[src/rtl/cordic_iter_engine.sv]
`default_nettype none
// ============================================================================
// Module      : cordic_iter_engine
// Description : Iterative circular CORDIC engine. One shared datapath serves
//               rotation mode (drive z to 0) and vectoring mode (drive y to
//               0), with full-circle angle reduction, optional 1/K gain
//               compensation, saturating outputs and a start/busy/done
//               handshake. Signed fixed point with FRAC fractional bits.
// Revision    : 1.0 - initial release
// ============================================================================
module cordic_iter_engine #(
  parameter int WIDTH      = 32,
  parameter int FRAC       = 16,
  parameter int ITERATIONS = 16,
  parameter int GAIN_COMP  = 0
) (
  input  logic                    clk,
  input  logic                    rst,
  input  logic                    start,
  input  logic                    mode,
  input  logic signed [WIDTH-1:0] x_in,
  input  logic signed [WIDTH-1:0] y_in,
  input  logic signed [WIDTH-1:0] z_in,
  output logic                    busy,
  output logic                    done,
  output logic signed [WIDTH-1:0] x_out,
  output logic signed [WIDTH-1:0] y_out,
  output logic signed [WIDTH-1:0] z_out,
  output logic                    ovf
);

  // Two guard bits on x/y absorb the CORDIC gain plus the sqrt(2) growth of
  // a full-scale vector before saturation.
  localparam int XW    = WIDTH + 2;
  localparam int PW    = XW + WIDTH;
  localparam int CNT_W = $clog2(WIDTH);
  localparam int TAB_N = 1 << CNT_W;

  // Round-to-nearest right shift; a non-positive shift scales up instead.
  function automatic logic [63:0] round_shr(input logic [63:0] v, input int s);
    logic [63:0] r;
    if (s <= 0) r = v << (-s);
    else        r = (v + (64'd1 << (s - 1))) >> s;
    return r;
  endfunction

  // atan(2^-i) in Q2.30, rounded to nearest.
  function automatic logic [63:0] atan_q30(input int i);
    logic [63:0] r;
    case (i)
      0:       r = 64'd843314857;
      1:       r = 64'd497837829;
      2:       r = 64'd263043837;
      3:       r = 64'd133525159;
      4:       r = 64'd67021687;
      5:       r = 64'd33543516;
      6:       r = 64'd16775851;
      7:       r = 64'd8388437;
      8:       r = 64'd4194283;
      9:       r = 64'd2097149;
      10:      r = 64'd1048576;
      default: r = (i <= 30) ? (64'd1 << (30 - i)) : 64'd0;
    endcase
    return r;
  endfunction

  localparam logic [63:0] c_pi_q60   = 64'h3243F6A8885A308D;
  localparam logic [63:0] c_invk_q32 = 64'd2608131496;

  localparam logic signed [WIDTH-1:0] c_pi      = WIDTH'(round_shr(c_pi_q60, 60 - FRAC));
  localparam logic signed [WIDTH-1:0] c_half_pi = WIDTH'(round_shr(c_pi_q60, 61 - FRAC));
  localparam logic signed [WIDTH-1:0] c_two_pi  = WIDTH'(round_shr(c_pi_q60, 59 - FRAC));
  localparam logic signed [PW-1:0]    c_invk    = PW'(round_shr(c_invk_q32, 32 - FRAC));

  localparam logic signed [XW-1:0] c_sat_max = {3'b000, {(WIDTH-1){1'b1}}};
  localparam logic signed [XW-1:0] c_sat_min = {3'b111, {(WIDTH-1){1'b0}}};

  localparam logic [CNT_W-1:0] c_last_iter = CNT_W'(ITERATIONS - 1);

  typedef enum logic [1:0] {
    S_IDLE = 2'd0,
    S_PRE  = 2'd1,
    S_ITER = 2'd2,
    S_COMP = 2'd3
  } state_t;

  state_t                   r_state, w_state_next;
  logic [CNT_W-1:0]         r_iter, w_iter_next;
  logic                     w_finish;
  logic                     r_mode;
  logic signed [XW-1:0]     r_x, r_y;
  logic signed [WIDTH-1:0]  r_z;

  logic signed [WIDTH-1:0]  w_atan_tab [TAB_N];
  logic signed [WIDTH-1:0]  w_atan;

  logic signed [XW-1:0]     w_pre_x, w_pre_y;
  logic signed [WIDTH-1:0]  w_pre_z, w_red_z;
  logic                     w_d_pos;
  logic signed [XW-1:0]     w_x_sh, w_y_sh, w_x_next, w_y_next;
  logic signed [WIDTH-1:0]  w_z_next;
  logic signed [XW-1:0]     w_x_comp, w_y_comp;
  logic signed [XW-1:0]     w_x_res, w_y_res;
  logic signed [WIDTH-1:0]  w_z_res;
  logic signed [WIDTH-1:0]  w_x_sat, w_y_sat;
  logic                     w_x_clip, w_y_clip;

  logic                     r_done, r_ovf;
  logic signed [WIDTH-1:0]  r_x_out, r_y_out, r_z_out;

  // Arctangent table scaled from Q2.30 to Q(FRAC).
  for (genvar gi = 0; gi < TAB_N; gi++) begin : g_atan
    localparam logic signed [WIDTH-1:0] c_atan = WIDTH'(round_shr(atan_q30(gi), 30 - FRAC));
    assign w_atan_tab[gi] = c_atan;
  end

  assign w_atan = w_atan_tab[r_iter];

  // State and iteration counter register.
  always_ff @(posedge clk or negedge rst) begin
    if (!rst) begin
      r_state <= S_IDLE;
      r_iter  <= '0;
    end else begin
      r_state <= w_state_next;
      r_iter  <= w_iter_next;
    end
  end

  // Next-state logic; w_finish marks the edge that loads the results.
  always_comb begin
    w_state_next = r_state;
    w_iter_next  = r_iter;
    w_finish     = 1'b0;
    case (r_state)
      S_IDLE: if (start) w_state_next = S_PRE;
      S_PRE: begin
        w_state_next = S_ITER;
        w_iter_next  = '0;
      end
      S_ITER: begin
        if (r_iter == c_last_iter) begin
          if (GAIN_COMP != 0) begin
            w_state_next = S_COMP;
          end else begin
            w_state_next = S_IDLE;
            w_finish     = 1'b1;
          end
        end else begin
          w_iter_next = r_iter + 1'b1;
        end
      end
      S_COMP: begin
        w_state_next = S_IDLE;
        w_finish     = 1'b1;
      end
      default: w_state_next = S_IDLE;
    endcase
  end

  assign busy = (r_state != S_IDLE);

  // Quadrant pre-processing: bring the angle (rotation) or vector
  // (vectoring) into the right half-plane where the iterations converge.
  always_comb begin
    w_pre_x = r_x;
    w_pre_y = r_y;
    w_pre_z = r_z;
    w_red_z = r_z;
    if (r_mode) begin
      if (r_x[XW-1]) begin
        w_pre_x = -r_x;
        w_pre_y = -r_y;
        w_pre_z = r_y[XW-1] ? (r_z - c_pi) : (r_z + c_pi);
      end
    end else begin
      if (r_z > c_pi)       w_red_z = r_z - c_two_pi;
      else if (r_z < -c_pi) w_red_z = r_z + c_two_pi;
      w_pre_z = w_red_z;
      if (w_red_z > c_half_pi) begin
        w_pre_x = -r_x;
        w_pre_y = -r_y;
        w_pre_z = w_red_z - c_pi;
      end else if (w_red_z < -c_half_pi) begin
        w_pre_x = -r_x;
        w_pre_y = -r_y;
        w_pre_z = w_red_z + c_pi;
      end
    end
  end

  // One micro-rotation; x and y both use pre-step values.
  always_comb begin
    w_d_pos = r_mode ? r_y[XW-1] : ~r_z[WIDTH-1];
    w_x_sh  = r_x >>> r_iter;
    w_y_sh  = r_y >>> r_iter;
    if (w_d_pos) begin
      w_x_next = r_x - w_y_sh;
      w_y_next = r_y + w_x_sh;
      w_z_next = r_z - w_atan;
    end else begin
      w_x_next = r_x + w_y_sh;
      w_y_next = r_y - w_x_sh;
      w_z_next = r_z + w_atan;
    end
  end

  // Gain compensation: full-width product, floor shift back to Q(FRAC).
  always_comb begin
    w_x_comp = XW'((PW'(r_x) * c_invk) >>> FRAC);
    w_y_comp = XW'((PW'(r_y) * c_invk) >>> FRAC);
  end

  // Result selection and saturation to the WIDTH-bit output range.
  always_comb begin
    w_x_res  = (r_state == S_COMP) ? w_x_comp : w_x_next;
    w_y_res  = (r_state == S_COMP) ? w_y_comp : w_y_next;
    w_z_res  = (r_state == S_COMP) ? r_z : w_z_next;
    w_x_sat  = w_x_res[WIDTH-1:0];
    w_y_sat  = w_y_res[WIDTH-1:0];
    w_x_clip = 1'b0;
    w_y_clip = 1'b0;
    if (w_x_res > c_sat_max) begin
      w_x_sat  = {1'b0, {(WIDTH-1){1'b1}}};
      w_x_clip = 1'b1;
    end else if (w_x_res < c_sat_min) begin
      w_x_sat  = {1'b1, {(WIDTH-1){1'b0}}};
      w_x_clip = 1'b1;
    end
    if (w_y_res > c_sat_max) begin
      w_y_sat  = {1'b0, {(WIDTH-1){1'b1}}};
      w_y_clip = 1'b1;
    end else if (w_y_res < c_sat_min) begin
      w_y_sat  = {1'b1, {(WIDTH-1){1'b0}}};
      w_y_clip = 1'b1;
    end
  end

  // Working registers: capture, pre-process, iterate, compensate.
  always_ff @(posedge clk or negedge rst) begin
    if (!rst) begin
      r_mode <= 1'b0;
      r_x    <= '0;
      r_y    <= '0;
      r_z    <= '0;
    end else begin
      case (r_state)
        S_IDLE: begin
          if (start) begin
            r_mode <= mode;
            r_x    <= XW'(x_in);
            r_y    <= XW'(y_in);
            r_z    <= z_in;
          end
        end
        S_PRE: begin
          r_x <= w_pre_x;
          r_y <= w_pre_y;
          r_z <= w_pre_z;
        end
        S_ITER: begin
          r_x <= w_x_next;
          r_y <= w_y_next;
          r_z <= w_z_next;
        end
        S_COMP: begin
          r_x <= w_x_comp;
          r_y <= w_y_comp;
        end
        default: ;
      endcase
    end
  end

  // Result registers and one-cycle done pulse.
  always_ff @(posedge clk or negedge rst) begin
    if (!rst) begin
      r_done  <= 1'b0;
      r_ovf   <= 1'b0;
      r_x_out <= '0;
      r_y_out <= '0;
      r_z_out <= '0;
    end else begin
      r_done <= w_finish;
      if (w_finish) begin
        r_x_out <= w_x_sat;
        r_y_out <= w_y_sat;
        r_z_out <= w_z_res;
        r_ovf   <= w_x_clip | w_y_clip;
      end
    end
  end

  assign done  = r_done;
  assign ovf   = r_ovf;
  assign x_out = r_x_out;
  assign y_out = r_y_out;
  assign z_out = r_z_out;

endmodule
`default_nettype wire

[config.mk]
export PLATFORM = sky130hd
export DESIGN_NAME = cordic_iter_engine
export DESIGN_NICKNAME = d
export VERILOG_FILES = /design/src/rtl/cordic_iter_engine.sv
export SDC_FILE = /design/constraint.sdc
export NUM_CORES = 2
export LEC_CHECK = 0
export CAP_MARGIN = 0
export CORE_ASPECT_RATIO = 1.1
export CORE_MARGIN = 1.5
export CORE_UTILIZATION = 69
export DETAILED_ROUTE_END_ITERATION = 12
export PLACE_DENSITY = 0.95
export SLEW_MARGIN = 5
export SYNTH_ARGS = -nofsm -noshare
export SYNTH_HDL_FRONTEND = slang
export SYNTH_SLANG_ARGS = --single-unit
export TNS_END_PERCENT = 50
[constraint.sdc]
create_clock -name clk -period 13.1 [get_ports clk]
set_input_delay 1.31 -clock clk [delete_from_list [all_inputs] [get_ports clk]]
set_output_delay 1.31 -clock clk [all_outputs]
set_load 0.02 [all_outputs]
==> flow_summary.ini <==
[run_status]
outcome = finished, final reports clean

[setup_path]
startpoint_type = flip-flop
r2r_end = ovf
cpPeakStageDelay_ns = 0.79
crit_path_end_kind = flip-flop
rr_startpoint = r_y[6]
required_ns = 13.57
critPathKind = flip-flop to flip-flop
reg2reg_slack_ns = 3.44
crit_arrival_ns = 10.13
cp_max_fo = 32
crit_slowest_cell = dfrtp_1
r2r_cells = 29

[timing]
fmaxAchievable_ghz = 0.1035
rsz0062_at_grt = false
setup_violations = 0
period_share = 0.7375
worst_pin_slew_ns = 1.082
fin_setup_tns_ns = 0
min_period_ns = 9.661
hold_viol = 0
fin_ws_ns = 3.439
relSlewSlack = 0.2784
skew_ns = 0.03700
slew_viol_final = 0

[route]
drt_iter0_drc = 6113
wl_met1_mm = 65.34
wirelength_mm = 181.2
vias_per_cell = 6.815
dr_wl_met2_mm = 81.59
ant_nets = 0
maxUsedRoutingLayer = met4
wl_met3_mm = 21.84
vias = 48440
wl_per_cell_um = 25.49
drtPass1Iterations = 9
drc = 0

[cts]
cts_sinks = 206
hold_buffers = 0
cts_buffers = 29
cts_tree = done
clk_path_buf_depth = 3
cts_root_buf = clkbuf_16
ctsResizeCount = 0
path_clk_slew_ns = 0.07
clk_latency_ns = 0.64
postCtsSetupRepairBufs = 0
h-tree-depth = 1

[synthesis]
synthTopCellsByCount = 896 x inv_1, 685 x ha_1, 520 x nand2_1
ys.flop_type = dfrtp_1
yosys_register_bits = 206
synth-edff-count = 0
synth_fp_nets = 7359
syn_area_um2 = 50580
synth_cell_types = 106
syn_inst = 6100
yosys.cell_count.top_type = inv_1
synth-seq-area-share = 0.1019
yosys_warnings = 0
synth.top_cell.area_share = 0.1876
syn_avg_cell_area_um2 = 8.291
yosys.area.top_type = fa_1
async_flop_share = 1.000
synth_area_leaders = fa_1 19%, ha_1 17%, dfrtp_1 10%

[hold_path]
min_to = x_out[4]
worstHoldStart = x_out[4]
hold_depth = 2
worstHoldPathType = flip-flop to flip-flop

[placement]
dp_hpwl_mm = 138.8
place_congestion = 1.025
dpl_worst_slack_ns = 3.842
portBuffers = 198

[floorplan]
start_util = 0.7008
ios = 199
die_y_um = 287.0
die_w_um = 261.1
die_area_um2 = 74940
rows = 103
core_um2 = 72170

[layout]
syn_to_final_growth_pct = 7.332
nFillCells = 5124
nets = 7398
multi_input_area_um2 = 40960
layout-drive-gt1-share = 0.05390
final-seq-area_um2 = 5169
fin_util = 0.7522

[global_route]
gr-total-overflow = 0
antenna_found_initial = 1
grt_pass1_wl_mm = 277.9
grt_pass1_vias = 48510
grt_max_degree = 86
grt.total_usage = 0.4801

[flow_run]
drv_cap = 0
==> sequential cells by signal (all words and copies together) (netlist names) <==
| signal | flops |
|---|---|
| r_y | 34 |
| r_iter | 5 |
| y_out | 32 |
| done | 1 |
| ovf | 1 |
| r_mode | 1 |
| r_x | 34 |
| x_out | 32 |
| r_state | 2 |
| z_out | 32 |
| r_z | 32 |
==> kinds of logic after synthesis <==
group / count (synthesis) / synth area share
flops: 206 / 0.1019
simple gates: 1462 / 0.1368
compound gates: 1493 / 0.1902
mux: 173 / 0.04812
fa+ha+maj: 1159 / 0.3571
buf+inv: 1171 / 0.09039
xor+xnor: 436 / 0.07550
==> stage by stage <==
stage | area, um2 | hold WS (ns) | std cells
final | 54290 | 0.4913 | 7108
after global routing | 54280 | 0.5363 | 7105
after CTS | 54280 | 0.4901 | 7105
after detailed placement | 53280 | 0.4749 | 7053
after global placement | 53270 | 0.4655 | 7053
after floorplan | 50580 | 0.5037 | 6100
==> worst max path at each step <==
stage | startpoint | endpoint | cells past startpoint
2_1_floorplan | r_y[6] | y_out[12] | 28
3_3_place_gp | r_iter[1] | x_out[12] | 26
3_5_place_dp | r_y[6] | ovf | 29
4_1_cts | r_y[6] | ovf | 29
5_1_grt | r_y[6] | ovf | 29
6_report | r_y[6] | ovf | 29
==> area by class of cell <==
| type | count | area share |
|---|---|---|
| clock inverter | 19 | 0.004402 |
| inverter | 901 | 0.06230 |
| clock buffer | 33 | 0.01401 |
| sequential | 206 | 0.09521 |
| multi-input combinational | 4723 | 0.7545 |
| timing repair buffer | 278 | 0.04766 |
| tap | 945 | 0.02178 |
| antenna | 3 | 0.0001383 |
==> placed cells by master, fill, tap and decap left out, types with 197 or more instances in the layout <==
cell and n:
nor2_1 340, o21ai_0 399, xnor2_1 274, fa_1 474, inv_1 895, clkdlybuf4s50_1 197
ha_1 681, dfrtp_1 199, a21oi_1 402, nand2_1 519
==> metal layers <==
layer  vias to the layer above  track usage
met4                         0       0.2766
met5                         -            0
met2                      3587       0.7584
li1                      20930            -
met1                     23030       0.6006
met3                       899       0.1142
==> critical path, delay by kind of cell, from the launching register on <==
family / cells / cell delay [ns]
simple gates: 4 / 1.22
xor+xnor: 1 / 0.18
mux: 1 / 0.38
flops: 1 / 0.79
buf+inv: 6 / 1.20
fa+ha+maj: 7 / 2.89
compound gates: 10 / 2.82
Power is not shown: default switching activity piles up to over one toggle a cycle in this logic, so the estimate is an artifact.
